## src/rtl/srt4_pkg.sv

```systemverilog
// Purpose: shared encodings for the radix-4 SRT divider controller: FSM states,
//          quotient-digit codes and a digit-legality helper.
// Latency: n/a (types and constants only). Backpressure: n/a.
package srt4_pkg;

  // Controller schedule.
  typedef enum logic [2:0] {
    IDLE = 3'd0,
    LOAD = 3'd1,
    ITER = 3'd2,
    CORR = 3'd3,
    DONE = 3'd4
  } state_t;

  // Quotient-digit encodings produced by the selection logic.
  localparam logic [2:0] Q_ZERO = 3'b000;
  localparam logic [2:0] Q_P1   = 3'b001;
  localparam logic [2:0] Q_P2   = 3'b010;
  localparam logic [2:0] Q_M1   = 3'b110;
  localparam logic [2:0] Q_M2   = 3'b101;

  // Legal codes are the five digits above; 011/100/111 are illegal.
  function automatic logic digit_legal(input logic [2:0] d);
    return (d == Q_ZERO) || (d == Q_P1) || (d == Q_P2) ||
           (d == Q_M1)   || (d == Q_M2);
  endfunction

endpackage

```

## src/rtl/srt4_otf_conv.sv

```systemverilog
// Purpose: on-the-fly conversion of signed radix-4 digits into Q and QM = Q-1.
// Latency: one digit folded per enabled cycle; outputs are the registers.
// Backpressure: none; en qualifies each digit, clr wins over en.
// Ports: clk, rst (async, active high), clr (zero Q/QM), en (digit valid),
//        q_digit (3-bit code), q / qm (QW-bit converted quotient and quotient-1).
module srt4_otf_conv
  import srt4_pkg::*;
#(
  parameter int QW = 24  // must be >= 4 (at least two digits)
) (
  input  logic          clk,
  input  logic          rst,
  input  logic          clr,
  input  logic          en,
  input  logic [2:0]    q_digit,
  output logic [QW-1:0] q,
  output logic [QW-1:0] qm
);

  logic [QW-1:0] q_q, q_d;
  logic [QW-1:0] qm_q, qm_d;

  // Each new digit either extends Q (non-negative digits) or borrows from QM
  // (negative digits), so no carry ever has to ripple through the result.
  always_comb begin
    q_d  = q_q;
    qm_d = qm_q;
    if (clr) begin
      q_d  = '0;
      qm_d = '0;
    end else if (en) begin
      case (q_digit)
        Q_P1: begin
          q_d  = {q_q[QW-3:0], 2'd1};
          qm_d = {q_q[QW-3:0], 2'd0};
        end
        Q_P2: begin
          q_d  = {q_q[QW-3:0], 2'd2};
          qm_d = {q_q[QW-3:0], 2'd1};
        end
        Q_M1: begin
          q_d  = {qm_q[QW-3:0], 2'd3};
          qm_d = {qm_q[QW-3:0], 2'd2};
        end
        Q_M2: begin
          q_d  = {qm_q[QW-3:0], 2'd2};
          qm_d = {qm_q[QW-3:0], 2'd1};
        end
        // Zero digit; illegal codes are folded in as zero.
        default: begin
          q_d  = {q_q[QW-3:0], 2'd0};
          qm_d = {qm_q[QW-3:0], 2'd3};
        end
      endcase
    end
  end

  always_ff @(posedge clk or posedge rst) begin
    if (rst) begin
      q_q  <= '0;
      qm_q <= '0;
    end else begin
      q_q  <= q_d;
      qm_q <= qm_d;
    end
  end

  assign q  = q_q;
  assign qm = qm_q;

endmodule

```

## src/rtl/srt4_div_ctrl.sv

```systemverilog
// Purpose: sequencer for the radix-4 SRT divider (IDLE->LOAD->ITER->CORR->DONE).
// Latency: start at edge t -> done after edge t+ITERS+3 (t+2 on divide-by-zero).
// Backpressure: start is accepted only in IDLE; requests while busy are dropped.
// Ports: clk, rst (async, active high), start, div_zero, q_digit, rem_neg in;
//        busy, ld_operands, rem_en, q_sel, corr_en, done strobes out;
//        quo / dz result and sticky bad_digit status out.
module srt4_div_ctrl
  import srt4_pkg::*;
#(
  parameter  int ITERS = 12,       // must be >= 2
  localparam int QW    = 2 * ITERS
) (
  input  logic          clk,
  input  logic          rst,
  input  logic          start,
  input  logic          div_zero,
  input  logic [2:0]    q_digit,
  input  logic          rem_neg,
  output logic          busy,
  output logic          ld_operands,
  output logic          rem_en,
  output logic [2:0]    q_sel,
  output logic          corr_en,
  output logic          done,
  output logic [QW-1:0] quo,
  output logic          dz,
  output logic          bad_digit
);

  localparam int            CW   = (ITERS > 1) ? $clog2(ITERS) : 1;
  localparam logic [CW-1:0] LAST = CW'(ITERS - 1);

  state_t        state_q, state_d;
  logic          start_q, start_d;
  logic [CW-1:0] cnt_q, cnt_d;
  logic [QW-1:0] quo_q, quo_d;
  logic          dz_q, dz_d;
  logic          bad_q, bad_d;
  logic          accept;
  logic [QW-1:0] otf_q, otf_qm;

  // start is registered so nothing downstream sees it combinationally. Only a
  // request seen while IDLE is captured; the !start_q term stops a held start
  // from re-arming on the cycle it is being consumed.
  assign start_d = (state_q == IDLE) && start && !start_q;
  assign accept  = (state_q == IDLE) && start_q;

  // State register.
  always_ff @(posedge clk or posedge rst) begin
    if (rst) state_q <= IDLE;
    else     state_q <= state_d;
  end

  // Next-state logic.
  always_comb begin
    state_d = state_q;
    case (state_q)
      IDLE:    if (start_q) state_d = LOAD;
      LOAD:    state_d = div_zero ? DONE : ITER;
      ITER:    if (cnt_q == LAST) state_d = CORR;
      CORR:    state_d = DONE;
      DONE:    state_d = IDLE;
      default: state_d = IDLE;
    endcase
  end

  // Output decode from the registered state.
  always_comb begin
    busy        = (state_q != IDLE);
    ld_operands = (state_q == LOAD);
    rem_en      = (state_q == ITER);
    q_sel       = (state_q == ITER) ? q_digit : Q_ZERO;
    corr_en     = (state_q == CORR) && rem_neg;
    done        = (state_q == DONE);
  end

  // Counter, result and status next values.
  always_comb begin
    cnt_d = cnt_q;
    quo_d = quo_q;
    dz_d  = dz_q;
    bad_d = bad_q;
    if (accept) begin
      cnt_d = '0;
      bad_d = 1'b0;
    end
    if (state_q == ITER) begin
      cnt_d = cnt_q + 1'b1;
      if (!digit_legal(q_digit)) bad_d = 1'b1;
    end
    if (state_q == LOAD && div_zero) begin
      quo_d = '1;
      dz_d  = 1'b1;
    end
    // Negative final remainder means the last digit overshot by one: use Q-1.
    if (state_q == CORR) begin
      quo_d = rem_neg ? otf_qm : otf_q;
      dz_d  = 1'b0;
    end
  end

  always_ff @(posedge clk or posedge rst) begin
    if (rst) begin
      start_q <= 1'b0;
      cnt_q   <= '0;
      quo_q   <= '0;
      dz_q    <= 1'b0;
      bad_q   <= 1'b0;
    end else begin
      start_q <= start_d;
      cnt_q   <= cnt_d;
      quo_q   <= quo_d;
      dz_q    <= dz_d;
      bad_q   <= bad_d;
    end
  end

  assign quo       = quo_q;
  assign dz        = dz_q;
  assign bad_digit = bad_q;

  srt4_otf_conv #(.QW(QW)) u_otf (
    .clk     (clk),
    .rst     (rst),
    .clr     (accept),
    .en      (state_q == ITER),
    .q_digit (q_digit),
    .q       (otf_q),
    .qm      (otf_qm)
  );

endmodule

```

## config.mk

```make
export PLATFORM = sky130hd
export DESIGN_NAME = srt4_div_ctrl
export DESIGN_NICKNAME = d
export VERILOG_FILES = /design/src/rtl/srt4_pkg.sv /design/src/rtl/srt4_otf_conv.sv /design/src/rtl/srt4_div_ctrl.sv
export SDC_FILE = /design/constraint.sdc
export NUM_CORES = 1
export LEC_CHECK = 0
export ABC_AREA = 1
export CELL_PAD_IN_SITES_DETAIL_PLACEMENT = 0
export CELL_PAD_IN_SITES_GLOBAL_PLACEMENT = 2
export CORE_MARGIN = 4
export CORE_UTILIZATION = 29
export CTS_CLUSTER_DIAMETER = 100
export DETAILED_ROUTE_END_ITERATION = 8
export HOLD_SLACK_MARGIN = 0.03
export PLACE_DENSITY = 0.86
export SLEW_MARGIN = 20
export SYNTH_ARGS = -nofsm -noshare
export SYNTH_HDL_FRONTEND = slang
export SYNTH_SLANG_ARGS = --single-unit
```

## constraint.sdc

```tcl
create_clock -name clk -period 3 [get_ports clk]
set_input_delay 0.9 -clock clk [delete_from_list [all_inputs] [get_ports clk]]
set_output_delay 0.9 -clock clk [all_outputs]
set_load 0.1 [all_outputs]
```

==> results of run 1 <==
[area by class of cell]
cell class                      instances  share of cell area
Clock buffer                           11              0.0469
Clock inverter                          5              0.0186
Inverter                               62              0.0439
Multi-Input combinational cell        472               0.368
Sequential cell                        82               0.381
Tap cell                              184              0.0428
Timing Repair Buffer                   52              0.0990
[final timing paths]
| kind | to | slack [ns] |
|---|---|---|
| max reg2reg | u_otf.q[14] | 1.41 |
| min reg2reg | dz | 0.48 |
| max in group asynchronous | state_q[1] | 1.49 |
| min | dz | 0.48 |
| min in group asynchronous | quo[12] | 0.96 |
| max | q_sel[1] | 0.24 |
[stage by stage]
step                cells  total power (uW)
finish                868              6810
global route          868              7280
CTS                   868              6880
detailed placement    852              5550
global placement      852              5520
floorplan             651              4750
[synthesized netlist by cell type]
master	instances
a21oi_1	44
buf_1	1
buf_2	21
buf_4	5
buf_6	2
clkbuf_1	6
dfrtp_1	82
ha_1	3
inv_1	58
inv_2	4
nand2_1	320
nand2_2	2
nand3_1	29
nand3b_1	1
nand4_1	1
nor2_1	36
nor2_4	2
o211ai_1	1
o21ai_0	30
o21ai_2	2
o22ai_1	1
[logic make-up (layout without fill, tap and decap cells)]
logic type      after synthesis  after routing  share of synthesized area
flops                        82             82                      0.462
fa+ha+maj                     3              3                    0.00844
compound gates               78             78                     0.0903
buf+inv                      97            130                     0.0954
simple gates                391            391                      0.344
[sequential cells by signal, summed over array words and instances (netlist names)]
signal and cells:
quo 24, u_otf.q 24, u_otf.qm 24, cnt_q 4, state_q 3, bad_digit 1, dz 1, start_q 1
[worst register-to-register path, delay by kind of cell, from the launching register on]
kind,cells,cell delay (ns)
compound gates,1,0.11
buf+inv,1,0.50
flops,1,0.45
simple gates,4,0.43
[layer usage]
| layer | global-route usage | share of wire |
|---|---|---|
| met1 | 0.208 | 0.51 |
| met2 | 0.208 | 0.45 |
| met3 | 0.0221 | 0.032 |
| met4 | 0.0601 | 0.0072 |
| met5 | 0 | 0 |
[report_power, final]
group | switching, uW | internal (uW) | leakage, uW | total [uW]
logic | 2740 | 832 | 0.00153 | 3570
clock network | 444 | 856 | 0.000176 | 1300
registers | 336 | 1610 | 0.00104 | 1940
total | 3520 | 3290 | 0.00275 | 6810
==> key figures, run 1 <==
Setup path
  • Cells traversed along the worst timing path: clkdlybuf4s50_1, inv_1, nor2_2, buf_12
  • Highest-delay cell along the critical path: clkdlybuf4s50_1
  • CP Depth: 4
  • Number of buffer and inverter stages on the critical path: 3
  • Stage delay of the slowest cell on the critical path: ~0.52 ns
  • Startpoint of the most critical setup path: q_digit[1]
  • Count of cells along the worst register-to-register path: 6
  • Critical path class: in -> out
  • FF-to-FF Start: state_q[2]
  • Kind of end point of the critical path: output port
  • Endpoint arrival time on the critical path: 1.86 ns
  • Cell family contributing the most delay on the critical path: buffers and inverters
  • Largest fanout on the critical path: 4
  • Startpoint Class: input pin
  • CP Data Required Time: roughly 2.1 ns

STA
  • Tightest slew margin relative to the limit: 0.625
  • Setup repair after global routing missed its margin: false
  • Pins Over Slew Limit: 0
  • Actual slew at the worst max-slew pin: ~0.56 ns
  • Final Critical Period: ~2.8 ns
  • WHS: between 0.4 and 0.5 ns
  • Share of the clock period used by the worst path after layout: 0.920
  • Endpoints failing setup: 0
  • Final clock skew: 0.00612 ns
  • Final Hold Fails: 0
  • Fmax: 362 MHz
  • Total negative slack for setup checks: 0 ns
  • Final WS setup: between 0.2 and 0.25 ns

CTS
  • Number of gates given a new drive strength after cts: 0
  • Clock sink count: 82
  • Clock latency of the later-clocked register in the worst-skew pair: about 0.34 ns
  • Clk Tree Root Cell: clkbuf_16
  • Clock transition at the registers of the reported paths: roughly 0.060 ns
  • CTS tree: built
  • Hold buffer count at CTS: 0
  • TritonCTS Buffers: 9
  • Number of buffers between clock root and the deepest sink: 2
  • H-tree levels: 3
  • Number of buffers inserted to repair setup after CTS: 0

Placement
  • Placer's final routability congestion estimate: ~0.76
  • Hpwl dp: 7400 um
  • Port buffer count: slightly above 40
  • Worst slack, placed: between 0.2 and 0.25 ns
  • Cell Area, Placed: between 0.005 and 0.006 mm2

Finish
  • Commonest non-fill, non-tap cell in the layout: nand2_1
  • Sequential cell area: between 0.002 and 0.0025 mm2
  • Filler cell count: 1,583
  • Synth-to-Final Area Change: 21.1%
  • Ratio of cells with drive above 1 in the final layout: 0.111
  • Highest-count cells in the layout ignoring fill and taps: nand2_1, dfrtp_1, inv_1, a21oi_1, buf_4
  • Antenna diode count: 0
  • Final Core Density: 0.365
  • Final Instance Area: approximately 0.0054 mm2
  • Area of combinational cells with multiple inputs: approximately 0.0020 mm2
  • Layout Nets: between 600 and 700

Floorplanning
  • Count of standard-cell rows: 44
  • Initial cell density of the core: 0.301
  • Die footprint: 0.0174 mm2
  • Die extent in y: 132 um
  • Number of primary I/O pins: 42
  • Width of the die: 132 um
  • Core area: between 0.01 and 0.015 mm2

Detailed routing
  • Total routed wirelength: around 12,000 um
  • First drt pass iteration count: 4
  • Detailed-route via count: 3,960
  • Average wire per standard cell: roughly 14 um
  • Post-route DRC violation count: 0
  • Detailed Route Iter0 Violations: 264
  • Antenna violation net count after detailed routing: 0
  • Average via count per standard cell: approximately 4.6

Synthesis
  • Synth area leaders: dfrtp_1, nand2_1, a21oi_1
  • Synthesized area per cell: about 6.8 um2
  • Portion of the post-synthesis area used by sequential elements: 0.462
  • Synth Net Count: between 600 and 700
  • Cell area after synthesis: about 0.0044 mm2
  • Yosys synthesis warning count: 0
  • Largest area contributor in the synthesized netlist: dfrtp_1
  • Share of the synthesized area in the top cell type: 0.462
  • Number of distinct library cells after synthesis: 21
  • Post-synthesis instance total: 651
  • Register bit total from synthesis: 82

Global routing
  • Maximum number of pins on one net before global-route repair: 48
  • Grt ovf: 0
  • Initial antenna violation count: 0
  • Global-route wire length before repair: about 20,000 um
  • Gr usage total: 0.142
  • Number of global-route vias before repair: around 4k

Worst hold path
  • Hold depth: 2
  • HP Start: dz
  • Class of the most critical hold timing path: reg -> reg

Power and ir drop
  • Largest voltage drop on the vdd net: a little over 0.5 mV
  • Leakage Power: 0.00275 uW
  • Power Density: about 1300 mW/mm2

Outcome
  • Run status: finished clean

Run
  • Number of maximum-capacitance constraint violations: 0
No activity file was read; power rests on OpenSTA's default activity.
==> run 2, diff against run 1 <==
--- a/config.mk
+++ b/config.mk
@@ -9,11 +9,13 @@
 export CELL_PAD_IN_SITES_DETAIL_PLACEMENT = 0
 export CELL_PAD_IN_SITES_GLOBAL_PLACEMENT = 2
 export CORE_MARGIN = 4
-export CORE_UTILIZATION = 29
+export CORE_UTILIZATION = 32
 export CTS_CLUSTER_DIAMETER = 100
 export DETAILED_ROUTE_END_ITERATION = 8
+export DONT_BUFFER_PORTS = 1
 export HOLD_SLACK_MARGIN = 0.03
-export PLACE_DENSITY = 0.86
+export PLACE_DENSITY = 0.85
+export SETUP_SLACK_MARGIN = 0.02
 export SLEW_MARGIN = 20
 export SYNTH_ARGS = -nofsm -noshare
 export SYNTH_HDL_FRONTEND = slang
==> run 2 against run 1 <==
Compared with the run above: first-iteration DRC count is 15% lower; core utilization rose by 1.1 points; largest cell class unchanged; highest routed layer unchanged; cell count shrank 4.8%; worst setup slack better by 0.25 ns; routed wire length down 2.8%; final area shrank 6.6%; worst hold slack got worse by 0.029 ns.
==> key figures, run 2 (synthesized netlist as in run 1, its figures left out) <==
Outcome
  • Run status: finished clean

STA
  • WHS: 0.446 ns
  • Final Hold Fails: 0
  • Pins Over Slew Limit: 0
  • Tightest slew margin relative to the limit: 0.380
  • Fmax: 398 MHz
  • Total negative slack for setup checks: 0 ns
  • Final clock skew: between 0.006 and 0.007 ns
  • Final Critical Period: between 2 and 3 ns
  • Setup repair after global routing missed its margin: false
  • Share of the clock period used by the worst path after layout: 0.837
  • Actual slew at the worst max-slew pin: approximately 0.93 ns
  • Endpoints failing setup: 0

Placement
  • Port buffer count: 0
  • Hpwl dp: roughly 7300 um
  • Cell count after placement: between 800 and 900
  • Placer's final routability congestion estimate: 0.720

CTS
  • Number of buffers between clock root and the deepest sink: 2
  • Clock transition at the registers of the reported paths: 0.06 ns
  • Hold buffer count at CTS: 0
  • Number of gates given a new drive strength after cts: 0
  • TritonCTS Buffers: 9
  • Clock sink count: between 80 and 90
  • Number of buffers inserted to repair setup after CTS: 0
  • Clock latency of the later-clocked register in the worst-skew pair: between 0.3 and 0.4 ns
  • H-tree levels: 3
  • CTS tree: built
  • Clk Tree Root Cell: clkbuf_16

Finish
  • Area of combinational cells with multiple inputs: 0.00198 mm2
  • Ratio of cells with drive above 1 in the final layout: 0.0754
  • Highest-count cells in the layout ignoring fill and taps: nand2_1, dfrtp_1, inv_1, a21oi_1, nor2_1
  • Filler cell count: 1,441
  • Antenna diode count: 0
  • Commonest non-fill, non-tap cell in the layout: nand2_1
  • Final standard cell count with taps included and fillers excluded: about 830
  • Synth-to-Final Area Change: 13.2%
  • Layout Nets: 656
  • Sequential cell area: between 0.002 and 0.0025 mm2

Detailed routing
  • Detailed-route via count: 3,933
  • First drt pass iteration count: 5
  • Antenna violation net count after detailed routing: 0
  • Total routed wirelength: around 11,000 um
  • Post-route DRC violation count: 0
  • Average wire per standard cell: around 14 um
  • Detailed Route Iter0 Violations: 224
  • Average via count per standard cell: 4.76

Setup path
  • CP Data Required Time: 2.10 ns
  • Cells traversed along the worst timing path: nor2_4, nand2_2, inv_2, buf_12
  • Highest-delay cell along the critical path: dfrtp_1
  • Largest fanout on the critical path: 10
  • Startpoint Class: flip-flop
  • Number of buffer and inverter stages on the critical path: 2
  • Kind of end point of the critical path: output port
  • Cell family contributing the most delay on the critical path: buffers and inverters
  • Endpoint arrival time on the critical path: between 1.5 and 2 ns
  • Critical path class: reg -> out
  • Stage delay of the slowest cell on the critical path: 0.43 ns

Floorplanning
  • Core area: approximately 0.013 mm2
  • Width of the die: roughly 130 um
  • Die extent in y: around 130 um
  • Initial cell density of the core: 0.332
  • Number of primary I/O pins: 42
  • Die footprint: 0.0158 mm2
  • Count of standard-cell rows: 42

Run
  • Number of maximum-capacitance constraint violations: 0

Global routing
  • Grt ovf: 0
  • Global-route wire length before repair: around 19,000 um
  • Global route hottest layer: met1
  • Number of global-route vias before repair: around 3.7k
  • Global Route met2 Usage: 0.217
  • Global routing usage on met1: 0.230
  • Gr usage total: 0.152
  • Initial antenna violation count: 0
  • Maximum number of pins on one net before global-route repair: 48
  • Global-route met3 utilization: 0.0288

Worst hold path
  • Class of the most critical hold timing path: in -> async
-- run 2: through the flow --
| step | instance area [um2] | worst slack, ns | utilization |
|---|---|---|---|
| 4_1_cts | 5030 | 0.466 | 0.375 |
| 3_5_place_dp | 4700 | 0.759 | 0.351 |
| 2_1_floorplan | 4460 | 0.158 | - |
| 5_1_grt | 5030 | 0.386 | 0.375 |
| 6_report | 5030 | 0.488 | 0.375 |
| 3_3_place_gp | 4700 | 0.765 | 0.351 |
-- run 2: path summary, 6_finish.rpt --
path,startpoint,endpoint,slack (ns),cells after the start
min in group clk,u_otf.qm[23],u_otf.qm[23],0.48,2
max,state_q[0],rem_en,0.49,4
max in group asynchronous,rst,u_otf.qm[7],1.87,2
min,rst,quo[13],0.45,1
min reg2reg,u_otf.qm[23],u_otf.qm[23],0.48,2
max reg2reg,state_q[2],u_otf.qm[18],1.40,6
-- run 2: layer usage --
metal  up-vias  routed length (um)
met4         0                 172
li1       1987                   -
met2       101                4790
met1      1832                5900
met5         -                   0
met3        13                 624
-- run 2: final cells by class --
type | count | share of cell area
Clock inverter | 4 | 0.0147
Timing Repair Buffer | 18 | 0.0418
Multi-Input combinational cell | 472 | 0.394
Sequential cell | 82 | 0.408
Clock buffer | 12 | 0.0510
Tap cell | 176 | 0.0438
Inverter | 62 | 0.0470
Power of run 2 is not shown: default switching activity piles up to over one toggle a cycle in this logic, so the estimate is an artifact.
==> RTL change 1, RTL diff (flow settings as in run 1) <==
Reset style: synchronous (`rst`), changed in 3 clocked blocks. Comments in the files are not updated.
--- a/src/rtl/srt4_otf_conv.sv
+++ b/src/rtl/srt4_otf_conv.sv
@@ -56,5 +56,5 @@
   end
 
-  always_ff @(posedge clk or posedge rst) begin
+  always_ff @(posedge clk) begin
     if (rst) begin
       q_q  <= '0;
--- a/src/rtl/srt4_div_ctrl.sv
+++ b/src/rtl/srt4_div_ctrl.sv
@@ -47,5 +47,5 @@
 
   // State register.
-  always_ff @(posedge clk or posedge rst) begin
+  always_ff @(posedge clk) begin
     if (rst) state_q <= IDLE;
     else     state_q <= state_d;
@@ -100,5 +100,5 @@
   end
 
-  always_ff @(posedge clk or posedge rst) begin
+  always_ff @(posedge clk) begin
     if (rst) begin
       start_q <= 1'b0;
Check against the original RTL: differs if rst is asserted again (counterexample within 4 cycles, from zero or initial values and one cycle with rst high); with rst held inactive, the same outputs for 10 cycles.
==> RTL change 1 against run 1 <==
Hold slack worse by 22 ps. Count of clock-buffer cells in the layout unchanged. Maximum frequency shrank 2.0%. Cell area down 4.1%. Synthesized cell count increased by 6.5%. First-iteration DRC count decreased by 19%. Synthesized area shrank 2.6%. Routed wire length shrank 7.8%. Sequential share of layout area down 6.3 points. Setup slack worse by 56 ps. Final cell count grew 4.0%. Sequential cell count unchanged. Non-clock buffer count decreased by 2. Critical endpoint is now corr_en. Largest cell class is now multi-input gates.
Power is not compared: it rests on default switching activity, and its combinational part moved more than twofold at a synthesized area within 25%.
==> RTL change 1: results (changes against run 1) <==
Most frequent cells after synthesis - nand2_1, nor2_1, dfxtp_1
Grt met2 use - 0.2290 (+0.02129)
Nets - 725 (+5.1%)
Ys async rst share - 0 (-1.000)
FF-to-FF Start - state_q[1]$_SDFFE_PP0P_
Cells after synthesis - 693 (+6.5%)
Metal1 wirelength - 5184 um (-15%)
Setup slack, reg-to-reg - 1270 ps (-140 ps)
Netlist cell types - 27 (+29%)
Maximum number of pins on one net before global-route repair - 54 (+13%)
Fmax - 355.2 MHz (-2.0%)
Dpl hpwl - 6673 um (-9.8%)
Slew HR - 0.6185 (-0.006389)
Outcome - finished, final reports clean
Layout cells sized above 1 - 0.1071 (-0.004018)
Post-Syn Nets - 704 (+6.3%)
Grt met3 use - 0.02006 (-0.002080)
CP max FO - 2 (-2)
Vias after detailed routing - 4007 (+1.2%)
Area share of fa/ha/maj cells after synthesis - 0.008673 (+0.0002295)
Worst Hold Endpoint - dz$_SDFFE_PP0P_
GP Congestion - 0.7726 (+1.4%)
Critical Path Sink - corr_en
Synth Area in Compound Gates - 0.1431 (+0.05276)
Ys flop type - dfxtp_1
Met1 usage - 0.1747 (-0.03297)
Xor-xnor portion of the synthesized cell area - 0.002024 (+0.002024)
Fin Clk Skew - 6.443 ps (+0.3245 ps)
Routed WL - 10900 um (-7.8%)
Vias in the first global route - 3776 (-5.4%)
Global-route wire length before repair - 18300 um (-8.9%)
Starting DRT DRC Count - 213 (-19%)
Post-synthesis sequential area ratio - 0.3793 (-0.08228)
WHS - 453.9 ps (-21.54 ps)
## RTL change 1: final cells by class
class | instances | area [um^2] | area share
Multi-Input combinational cell | 508 | 2200 | 0.4262
Clock inverter | 5 | 125.1 | 0.02424
Sequential cell | 82 | 1642 | 0.3181
Inverter | 63 | 241.5 | 0.04679
Timing Repair Buffer | 50 | 480.5 | 0.09309
Tap cell | 184 | 230.2 | 0.04461
Clock buffer | 11 | 242.7 | 0.04703
## RTL change 1: cell families (layout without fill, tap and decap cells)
family	Yosys count	after routing
XOR/XNOR	1	1
AO/OA/AOI/OAI	123	123
adder cells (fa/ha/maj)	3	3
flip-flops	82	82
AND/OR/NAND/NOR	381	381
buffers and inverters	103	129
## RTL change 1: stage by stage
step	power (mW)	util	area, um^2
final	4.254	0.3538	5161
after global routing	4.520	0.3538	5161
after CTS	4.330	0.3538	5161
after detailed placement	2.936	0.3286	4793
after global placement	2.923	0.3286	4793
after floorplan	2.641	-	4343
==> RTL change 2, RTL diff (config.mk and constraints of run 1) <==
Made on the original files. Change the parameter `ITERS` from 12 to 11.
--- a/src/rtl/srt4_div_ctrl.sv
+++ b/src/rtl/srt4_div_ctrl.sv
@@ -8,5 +8,5 @@
   import srt4_pkg::*;
 #(
-  parameter  int ITERS = 12,       // must be >= 2
+  parameter  int ITERS = 11,       // must be >= 2
   localparam int QW    = 2 * ITERS
 ) (
Interface: changed (resized quo); port bits go from 42 to 40. The function was not compared with the original's and may differ.
==> RTL change 2 against run 1 <==
Core utilization shrank 0.79 points. Synthesized area shrank 7.0%. Setup slack lost 17 ps. Sequential power shrank 13%. Combinational power shrank 9.8%. Total power shrank 13%. Routed wire length shrank 6.5%. Sequential cell count shrank 6. Cell area shrank 7.6%. Sequential share of layout area grew 0.12 points. Largest cell class unchanged. Highest routed layer unchanged.
==> RTL change 2: results (changes against run 1) <==
Outcome - finished, final reports clean
First-pass iteration count of the detailed router - 6 (+2)
Area share of fa/ha/maj cells after synthesis - 0.01211 (+0.003667)
Vias after detailed routing - 3770 (-4.8%)
Global-route wire length before repair - 18410 um (-8.3%)
Post-synthesis sequential area ratio - 0.4602 (-0.001394)
Mux contribution to synthesized area - 0 (unchanged)
Largest cells by area after synthesis - dfrtp_1, nand2_1, inv_1, a21oi_1, nor2_1
Met3 WL - 438 um (+17%)
Most frequent cells after synthesis - nand2_1, dfrtp_1, inv_1
Layout cells sized above 1 - 0.1174 (+0.006260)
WL per Instance - 13.49 um (-0.89%)
Post-CTS resize count - 0 (unchanged)
Placed Cells - 804 (-5.6%)
Met1 usage - 0.1999 (-0.007729)
Nets - 647 (-6.2%)
Static Leak - 2.546 nW (-7.3%)
Clock Tree Buf Depth - 2 (unchanged)
Diode count - 0 (unchanged)
Grt met3 use - 0.01923 (-0.002907)
Number of H-tree levels - 3 (unchanged)
Met2 wire len - 4983 um (-5.6%)
Worst vdd ir - 0.4074 mV (-19%)
Fin Clk Skew - 4.213 ps (-1.906 ps)
Top routing layer used - met4
Netlist cell types - 22 (+4.8%)
Slew @ Worst Pin - 747.0 ps (+185.5 ps)
Antenna violations before repair - 0 (unchanged)
Port buffer count - 39 (-4.9%)
Non-Filler Instances - 819 (-5.6%)
Global-route usage over all layers - 0.1410 (-0.0008019)
GP Congestion - 0.7753 (+1.8%)
Critical Path AT - 1880 ps (+20 ps)
Detail Route Antenna Nets - 0 (unchanged)
Synth Area in Compound Gates - 0.09234 (+0.001994)
CP max FO - 4 (unchanged)
Pre-CTS setup slack - 229.1 ps (-15.04 ps)
Xor-xnor portion of the synthesized cell area - 0.002119 (+0.002119)
Starting DRT DRC Count - 291 (+10%)
Metal1 wirelength - 5472 um (-10%)
Cells after synthesis - 603 (-7.4%)
Post-Syn Nets - 615 (-7.1%)
Maximum number of pins on one net before global-route repair - 43 (-10%)
Vias in the first global route - 3612 (-9.5%)
Grt met2 use - 0.2221 (+0.01431)
Dpl hpwl - 7094 um (-4.1%)
DP Area - 0.004705 mm^2 (-6.5%)
Ys flop type - dfrtp_1
RTL change 2: cell count changes after synthesis, moves of 2 or more:
cell / change
o21ai_1: +3
a21oi_1: -4
clkbuf_1: +2
nand2_1: -27
dfrtp_1: -6
inv_1: -4
o21ai_0: -3
nand3_1: -6
buf_2: -4
RTL change 2: report_power, final:
part | switching [mW] | leakage, nW | internal [mW]
clock | 0.393 | 0.135 | 0.598
combinational | 2.48 | 1.45 | 0.740
sequential | 0.263 | 0.963 | 1.42
total | 3.13 | 2.55 | 2.76
RTL change 2: final cells by class:
cell class / instances / area (um^2)
Clock buffer: 13 / 260.3
Clock inverter: 2 / 10.01
Fill cell: 1466 / 8960
Inverter: 58 / 217.7
Multi-Input combinational cell: 437 / 1844
Sequential cell: 76 / 1902
Tap cell: 180 / 225.2
Timing Repair Buffer: 53 / 515.5
RTL change 2: worst paths after layout:
| check | slack [ps] | cells after the start | endpoint | start |
|---|---|---|---|---|
| max in group asynchronous | 1350 | 3 | u_otf.qm[7]$_DFFE_PP0P_ | rst |
| hold reg to reg | 480 | 2 | quo[16]$_DFFE_PP0P_ | quo[16]$_DFFE_PP0P_ |
| min in group asynchronous | 920 | 2 | quo[17]$_DFFE_PP0P_ | rst |
| setup / recovery | 220 | 4 | q_sel[1] | q_digit[1] |
| setup reg to reg | 1300 | 6 | u_otf.qm[20]$_DFFE_PP0P_ | state_q[2]$_DFFE_PP0P_ |
| hold / removal | 480 | 2 | quo[16]$_DFFE_PP0P_ | quo[16]$_DFFE_PP0P_ |
RTL change 2: critical path, cell delays in order:
cell,delay (ps)
clkdlybuf4s50_1,530
inv_1,90
nor2_2,150
buf_12,200
